--- src/rtl/m_text_arb.sv ---
// rtl/m_text_arb.sv - two-requester round-robin arbiter writing strings onto a text-layer register bus
// Optional colour write before the address write when M_TEXT_ARB_COLOR_EN is defined.
module m_text_arb #(
    parameter int BASE = 0
) (
    input  logic       CLK,
    input  logic       RST,
    input  logic       REQ_A,
    input  logic       REQ_B,
    input  logic [6:0] ADDR_A,
    input  logic [6:0] ADDR_B,
    input  logic [6:0] LEN_A,
    input  logic [6:0] LEN_B,
    input  logic [5:0] COL_A,
    input  logic [5:0] COL_B,
    input  logic       CH_VALID_A,
    input  logic       CH_VALID_B,
    input  logic [6:0] CH_A,
    input  logic [6:0] CH_B,
    output logic       CH_READY_A,
    output logic       CH_READY_B,
    output logic       GNT_A,
    output logic       GNT_B,
    output logic       DONE_A,
    output logic       DONE_B,
    output logic       BUSY,
    output logic [7:0] port_id,
    output logic [7:0] out_port,
    output logic       write_strobe
);

    typedef enum logic [3:0] {
        IDLE,
`ifdef M_TEXT_ARB_COLOR_EN
        COL_SETUP, COL_STB, COL_HOLD,
`endif
        ADR_SETUP, ADR_STB, ADR_HOLD,
        WAIT_CH,
        DAT_SETUP, DAT_STB, DAT_HOLD,
        FIN
    } state_t;

    localparam logic [7:0] P_ADR  = 8'(BASE);
    localparam logic [7:0] P_CHR  = 8'(BASE + 3);

    state_t     state, state_nxt;
    logic       sel, sel_nxt;          // 0 = A granted, 1 = B granted
    logic       last_b, last_nxt;      // last served was B
    logic [6:0] rem, rem_nxt;
    logic [6:0] addr, addr_nxt;
    logic [6:0] ch, ch_nxt;
    logic [7:0] port_nxt, out_nxt;

`ifdef M_TEXT_ARB_COLOR_EN
    localparam logic [7:0] P_COLA = 8'(BASE + 1);
    localparam logic [7:0] P_COLB = 8'(BASE + 2);
    logic [5:0] col, col_nxt;
`else
    wire unused_col = ^{COL_A, COL_B};
`endif

    always_comb begin
        state_nxt = state;
        sel_nxt   = sel;
        last_nxt  = last_b;
        rem_nxt   = rem;
        addr_nxt  = addr;
        ch_nxt    = ch;
`ifdef M_TEXT_ARB_COLOR_EN
        col_nxt   = col;
`endif
        case (state)
            IDLE: if (REQ_A || REQ_B) begin
                // B wins only if A is absent or A was served last
                sel_nxt  = REQ_B && (!REQ_A || !last_b);
                addr_nxt = sel_nxt ? ADDR_B : ADDR_A;
                rem_nxt  = sel_nxt ? LEN_B : LEN_A;
`ifdef M_TEXT_ARB_COLOR_EN
                col_nxt   = sel_nxt ? COL_B : COL_A;
                state_nxt = COL_SETUP;
`else
                state_nxt = ADR_SETUP;
`endif
            end
`ifdef M_TEXT_ARB_COLOR_EN
            COL_SETUP: state_nxt = COL_STB;
            COL_STB:   state_nxt = COL_HOLD;
            COL_HOLD:  state_nxt = ADR_SETUP;
`endif
            ADR_SETUP: state_nxt = ADR_STB;
            ADR_STB:   state_nxt = ADR_HOLD;
            ADR_HOLD:  state_nxt = (rem == 7'd0) ? FIN : WAIT_CH;
            WAIT_CH: if (sel ? CH_VALID_B : CH_VALID_A) begin
                ch_nxt    = sel ? CH_B : CH_A;
                state_nxt = DAT_SETUP;
            end
            DAT_SETUP: state_nxt = DAT_STB;
            DAT_STB:   state_nxt = DAT_HOLD;
            DAT_HOLD: begin
                rem_nxt   = rem - 7'd1;
                state_nxt = (rem == 7'd1) ? FIN : WAIT_CH;
            end
            FIN: begin
                last_nxt  = sel;
                state_nxt = IDLE;
            end
            default: state_nxt = IDLE;
        endcase

        // Bus outputs are registered from the next state so they align with it
        port_nxt = 8'd0;
        out_nxt  = 8'd0;
        case (state_nxt)
`ifdef M_TEXT_ARB_COLOR_EN
            COL_SETUP, COL_STB, COL_HOLD: begin
                port_nxt = sel_nxt ? P_COLB : P_COLA;
                out_nxt  = {2'b00, col_nxt};
            end
`endif
            ADR_SETUP, ADR_STB, ADR_HOLD: begin
                port_nxt = P_ADR;
                out_nxt  = {1'b0, addr_nxt};
            end
            DAT_SETUP, DAT_STB, DAT_HOLD: begin
                port_nxt = P_CHR;
                out_nxt  = {1'b0, ch_nxt};
            end
            default: ;
        endcase
    end

    always_ff @(posedge CLK or posedge RST) begin
        if (RST) begin
            state        <= IDLE;
            sel          <= 1'b0;
            last_b       <= 1'b1;
            rem          <= 7'd0;
            addr         <= 7'd0;
            ch           <= 7'd0;
`ifdef M_TEXT_ARB_COLOR_EN
            col          <= 6'd0;
`endif
            port_id      <= 8'd0;
            out_port     <= 8'd0;
            write_strobe <= 1'b0;
            GNT_A        <= 1'b0;
            GNT_B        <= 1'b0;
            CH_READY_A   <= 1'b0;
            CH_READY_B   <= 1'b0;
            DONE_A       <= 1'b0;
            DONE_B       <= 1'b0;
            BUSY         <= 1'b0;
        end else begin
            state        <= state_nxt;
            sel          <= sel_nxt;
            last_b       <= last_nxt;
            rem          <= rem_nxt;
            addr         <= addr_nxt;
            ch           <= ch_nxt;
`ifdef M_TEXT_ARB_COLOR_EN
            col          <= col_nxt;
            write_strobe <= (state_nxt == ADR_STB) || (state_nxt == DAT_STB) || (state_nxt == COL_STB);
`else
            write_strobe <= (state_nxt == ADR_STB) || (state_nxt == DAT_STB);
`endif
            port_id      <= port_nxt;
            out_port     <= out_nxt;
            GNT_A        <= (state_nxt != IDLE) && !sel_nxt;
            GNT_B        <= (state_nxt != IDLE) && sel_nxt;
            CH_READY_A   <= (state_nxt == WAIT_CH) && !sel_nxt;
            CH_READY_B   <= (state_nxt == WAIT_CH) && sel_nxt;
            DONE_A       <= (state_nxt == FIN) && !sel_nxt;
            DONE_B       <= (state_nxt == FIN) && sel_nxt;
            BUSY         <= (state_nxt != IDLE);
        end
    end

endmodule

--- config.mk ---
export PLATFORM = sky130hd
export DESIGN_NAME = m_text_arb
export DESIGN_NICKNAME = d
export VERILOG_FILES = /design/src/rtl/m_text_arb.sv
export SDC_FILE = /design/constraint.sdc
export NUM_CORES = 1
export LEC_CHECK = 0
export CORE_MARGIN = 2
export CORE_UTILIZATION = 40
export DETAILED_ROUTE_END_ITERATION = 8
export GPL_ROUTABILITY_DRIVEN = 0
export MAX_ROUTING_LAYER = met4
export PLACE_DENSITY = 0.85
export SYNTH_ARGS = -nofsm -noshare
export SYNTH_HDL_FRONTEND = slang
export SYNTH_SLANG_ARGS = --single-unit
export TNS_END_PERCENT = 30
--- constraint.sdc ---
create_clock -name CLK -period 2.6 [get_ports CLK]
set_input_delay 0.39 -clock CLK [delete_from_list [all_inputs] [get_ports CLK]]
set_output_delay 0.39 -clock CLK [all_outputs]
set_load 0.01 [all_outputs]
Yosys cells after proc, flatten, opt, wreduce, memory -nomap -nowiden. Index checks and enable logic that the tools add are counted.

Bits in registers: 51. Logic and storage cells: 74. Bits of input ports: 60.

Add/sub/neg operators: 1. Reductions and logical operators: 20. Multiplexer cells: 19. Equal/unequal tests: 18.

Operators by type and width (number): $mux W7 (8); $eq A4 B3 Y1 const B (8); $pmux W4 S8 (1); $pmux W7 S2 (2); $eq A4 B2 Y1 const B (4); $mux W4 (4); $eq A4 B1 Y1 const B (2); $eq A4 B4 Y1 const B (2); $eq A7 B1 Y1 const B (1); $logic_and A1 B1 Y1 (7); $logic_not A7 Y1 (1); $sub A7 B1 Y7 const B (1); $reduce_or A3 Y1 (2); $logic_not A4 Y1 (1); $reduce_bool A4 Y1 (1); $logic_not A1 Y1 (3); $logic_or A1 B1 Y1 (3); $mux W1 (3); $mux W2 (1); $ne A2 B2 Y1 const B (1); $reduce_and A2 Y1 (1); $reduce_bool A2 Y1 (1).

Logic depth before layout (Yosys ltp).
Word-level depth: 7. Depth in mapped cells: 7.

Least setup slack after synthesis. No wires, ideal clock.

Path kind: flip-flop to flip-flop. Start point: register sel. End point: register out_port[0]. Path slack: 0.842 ns. Data arrival time: 1.657 ns. Clock period less this slack: 1.758 ns. Stages on the path, launching flop included: 6. Library setup time: 0.101 ns. Buffers on the path: 1. Cells stage by stage: dfrtp_1 > buf_6 > mux2i_1 > nor4_4 > mux2_2 > o32ai_1.

Cells in the longest elaborated chain, start to end: 6. Elaborated cells on any way between the ends: 15. Classes of those cells: eq/ne: 6; mux: 7; reduce/logical: 2.

Ends and longest elaborated chain: start, declared (RTL line 47) `logic sel, sel_nxt;`; start signal, assigned (RTL line 155) `sel <= sel_nxt;`; $mux W1 (RTL line 93) `WAIT_CH: if (sel ? CH_VALID_B : CH_VALID_A) begin`; $mux W4 (RTL line 93); $pmux W4 S8 (RTL line 72) `case (state)`; $eq A4 B3 Y1, or another cell as far along (RTL line 113) `case (state_nxt)`; $reduce_or A3 Y1 (RTL line 113); $pmux W7 S2 (*) (RTL line 113); via out_nxt[0] (RTL line 52) `logic [7:0] port_nxt, out_nxt;`; end signal, assigned (RTL line 167) `out_port <= out_nxt;`; end, declared (RTL line 28) `output logic [7:0] out_port,`.

Mark *: on every way through the listed nets, which the timed path passes. The rest lies on a longest branch. A chain may end at the register's enable or synchronous reset.

Final worst setup path.
Start point: register state[0]. End point: register out_port[2].

Cells in the longest elaborated chain, start to end: 5. Elaborated cells on any way between the ends: 22. Classes of those cells: eq/ne: 13; mux: 6; reduce/logical: 3.

Ends and longest elaborated chain: start, declared (RTL line 46) `state_t state, state_nxt;`; start signal, assigned (RTL line 154) `state <= state_nxt;`; $eq A4 B3 Y1, or another cell as far along (RTL line 72); $pmux W4 S8 (RTL line 72); $eq A4 B3 Y1, or another cell as far along (RTL line 113); $reduce_or A3 Y1 (RTL line 113); $pmux W7 S2 (*) (RTL line 113); via out_nxt[2] (RTL line 52).

Marked as above.

==> impl_metrics.env <==
export IMPL_async_s_r_ff_share_synth_pct=100
export IMPL_final_util_pct=55.4
export IMPL_critical_path_cell_chain="nor4_4 > o21a_1 > buf_4 > mux2_2 > o32ai_1"
export IMPL_outcome="complete, no violations"
export IMPL_first_iter_violations=121
export IMPL_drt_wl_total_um=4750
export IMPL_floorplan_initialDensity_pct=41.7
export IMPL_rsz_0062_raised_after_global_routing="no"
export IMPL_synth_distinct_cells=47
export IMPL_totalNegativeSetupSlack_ns=0
export IMPL_tritoncts_num_sinks=43
export IMPL_crit_path_end_kind="flip-flop"
export IMPL_synth_edff_count=0
export IMPL_syn_area_mm2=0.00232
export IMPL_cp_required_ns=2.78
export IMPL_slew_violations=0
export IMPL_vias=1765
export IMPL_die_height_um=80.2
export IMPL_ant_nets=0
export IMPL_antenna_found_initial=0
export IMPL_crit_buf_inv=1
export IMPL_timing_critical_path_slowest_cell_delay_ns=0.55
export IMPL_peakVddDrop_mv=0.419
export IMPL_worst_slew_pin_transition_ns=0.990
export IMPL_cts_hold_fix_buffers=0
export IMPL_cts_inserted_buffers=5
export IMPL_max_cap_viol_count=0
export IMPL_clk_pin_slew_ns=0.08
export IMPL_place_port_buffers=64
export IMPL_clock_skew_ns=0.00840
export IMPL_cts_root_buf="clkbuf_8"
export IMPL_hold_path_class="primary input to asynchronous set/reset pin"
export IMPL_layout_drive_gt1_share_pct=16.4
export IMPL_wl_per_cell_um=13.5
export IMPL_antennaDiodeCount=0
export IMPL_die_area_mm2=0.00643
export IMPL_cpMaxStageDelayCell="dfrtp_1"
export IMPL_ys_warn_count=0
export IMPL_area_of_the_core_mm2=0.00557
export IMPL_critPathArrivalTime_ns=2.39
export IMPL_grt_pass1_vias=1697
export IMPL_cts_buffer_depth=2
export IMPL_design_portCount=84
export IMPL_nets=343
export IMPL_cts_tree="yes"
export IMPL_h_tree_depth=2
export IMPL_grt_total_usage_pct=16.5
export IMPL_ctsResizeCount=0
export IMPL_final_design_area_no_fill_mm2=0.00309
export IMPL_cell_area_after_placement_mm2=0.00300
export IMPL_detailedRoute_firstPassIterationCount=4
export IMPL_dominantRegCellSynth="dfrtp_1"
export IMPL_num_fill_cells=495
export IMPL_finalWorstPathRequiredPeriod_ns=2.21
export IMPL_core_rowCount=27
export IMPL_post_route_period_util_pct=84.8
export IMPL_dp_hpwl_um=3740
export IMPL_grt_max_degree=30
export IMPL_hold_viol=0
export IMPL_netlist_instances=211
export IMPL_criticalPathCategory="flip-flop to flip-flop"
export IMPL_post_drt_via_cell_ratio=5.00
export IMPL_pwr_density_cell_mw_per_mm2=983
export IMPL_synth_seq_cells=43
export IMPL_setup_viol_count_final=0
export IMPL_pre_cts_slack_ns=0.280
export IMPL_global_route_overflow_total=0
export IMPL_slew_hr_pct=33.6
export IMPL_die_width_um=80.2
export IMPL_worstPathMaxFanout=10
export IMPL_final_setup_worst_slack_ns=0.395
export IMPL_synth_sequential_area_ratio_pct=46.4
export IMPL_cts_post_setup_buffers_inserted=0
export IMPL_syn_mean_instance_area_um2=11.0
export IMPL_total_power_mw=3.04
export IMPL_remaining_drc_errors=0
export IMPL_path_delay_family="flip-flops"
export IMPL_achievable_frequency_ghz=0.453
export IMPL_timing_critical_path_from_type="flip-flop"
export IMPL_leakage_nw=1.41
export IMPL_grt_pass1_wl_um=7850
export IMPL_clk_insertion_delay_late_ns=0.29
export IMPL_areaGrowthSynthToFinish_pct=32.9
==> worst register-to-register path, delay by kind of cell, from the launching register on <==
family / cells / cell delay [ns]
muxes: 1 / 0.36
buffers and inverters: 1 / 0.26
AOI/OAI and AO/OA: 2 / 0.54
and+or+nand+nor: 1 / 0.39
DFF: 1 / 0.55
==> synthesized netlist by cell type (2+ instances only) <==
master / number / share of area [%]
dfrtp_1: 42 / 45
inv_1: 34 / 5.5
mux2i_1: 20 / 8.6
mux2_2: 16 / 7.8
buf_4: 11 / 3.6
nor2_1: 11 / 1.8
nand2_1: 7 / 1.1
o32ai_1: 6 / 2.3
a211oi_1: 5 / 1.6
nor3_1: 5 / 1.1
buf_6: 4 / 1.9
a21oi_1: 3 / 0.65
ha_1: 3 / 1.6
nand3_1: 3 / 0.65
nor2b_1: 3 / 0.81
a31oi_1: 2 / 0.54
clkbuf_1: 2 / 0.32
nand2b_1: 2 / 0.54
nor4_4: 2 / 1.8
o21ai_0: 2 / 0.43
or3_1: 2 / 0.54
==> cell families (layout without fill, tap and decap cells) <==
family / count (synthesis) / in the layout / share of synthesized area [%]
buf+inv: 54 / 118 / 12.5
simple gates: 44 / 44 / 12.6
flops: 43 / 43 / 46.4
mux: 36 / 36 / 16.4
compound gates: 29 / 29 / 9.96
fa+ha+maj: 3 / 3 / 1.62
other cells: 1 / 7 / 0.161
xor+xnor: 1 / 1 / 0.377
==> placed cells by master, fill, tap and decap left out, types with 2 or more instances in the layout <==
cell / instances
or3_1: 2
nand2b_1: 2
nor3_1: 5
dfrtp_1: 42
clkbuf_8: 5
mux2i_1: 20
ha_1: 3
o21ai_0: 2
nor4_4: 2
nand2_1: 7
nor2_1: 11
clkdlybuf4s50_1: 64
a211oi_1: 5
a21oi_1: 3
o32ai_1: 6
inv_1: 33
a31oi_1: 2
mux2_2: 16
nand3_1: 3
buf_4: 11
nor2b_1: 3
conb_1: 7
==> registers in the layout (all words and copies together), names as in the netlist <==
name	count
state	4
GNT_A	1
CH_READY_A	1
out_port	7
DONE_A	1
sel	1
DONE_B	1
port_id	1
ch	7
rem	7
BUSY	1
GNT_B	1
last_b	1
addr	7
CH_READY_B	1
write_strobe	1
==> where the power goes <==
group	internal (mW)	switching, mW	total [mW]
logic	0.769	0.697	1.47
clock network	0.187	0.213	0.400
registers	0.964	0.204	1.17
total	1.92	1.11	3.04
==> final timing paths <==
check | slack (ns) | endpoint | cells after the start | from
min in group CLK | 0.52 | rem[6] | 1 | rem[6]
worst max register to register | 0.39 | out_port[2] | 5 | state[0]
max in group asynchronous | 1.47 | addr[4] | 3 | RST
worst max-delay path | 0.39 | out_port[2] | 5 | state[0]
worst min register to register | 0.52 | rem[6] | 1 | rem[6]
worst min-delay path | 0.52 | CH_READY_B | 2 | RST
==> per-layer routing <==
layer  track usage (%)  routed length, um
met5                 -                  0
met4              7.12                114
met3              3.03                235
met2              25.6               2340
met1              21.3               2060
==> area by class of cell <==
type | instances | area, um2 | share of cell area, %
Sequential cell | 43 | 1080 | 34.9
Multi-Input combinational cell | 120 | 981 | 31.8
Timing Repair Buffer | 75 | 723 | 23.4
Inverter | 35 | 131 | 4.25
Tap cell | 72 | 90.1 | 2.92
Clock buffer | 6 | 72.6 | 2.35
Clock inverter | 2 | 12.5 | 0.405
==> metrics by stage <==
step	hold slack (ns)	cells
5_1_grt	0.529	353
6_report	0.519	353
2_1_floorplan	0.466	217
4_1_cts	0.506	353
3_5_place_dp	0.495	345
3_3_place_gp	0.488	345
Note: power is estimated with default switching activity, not from simulation.
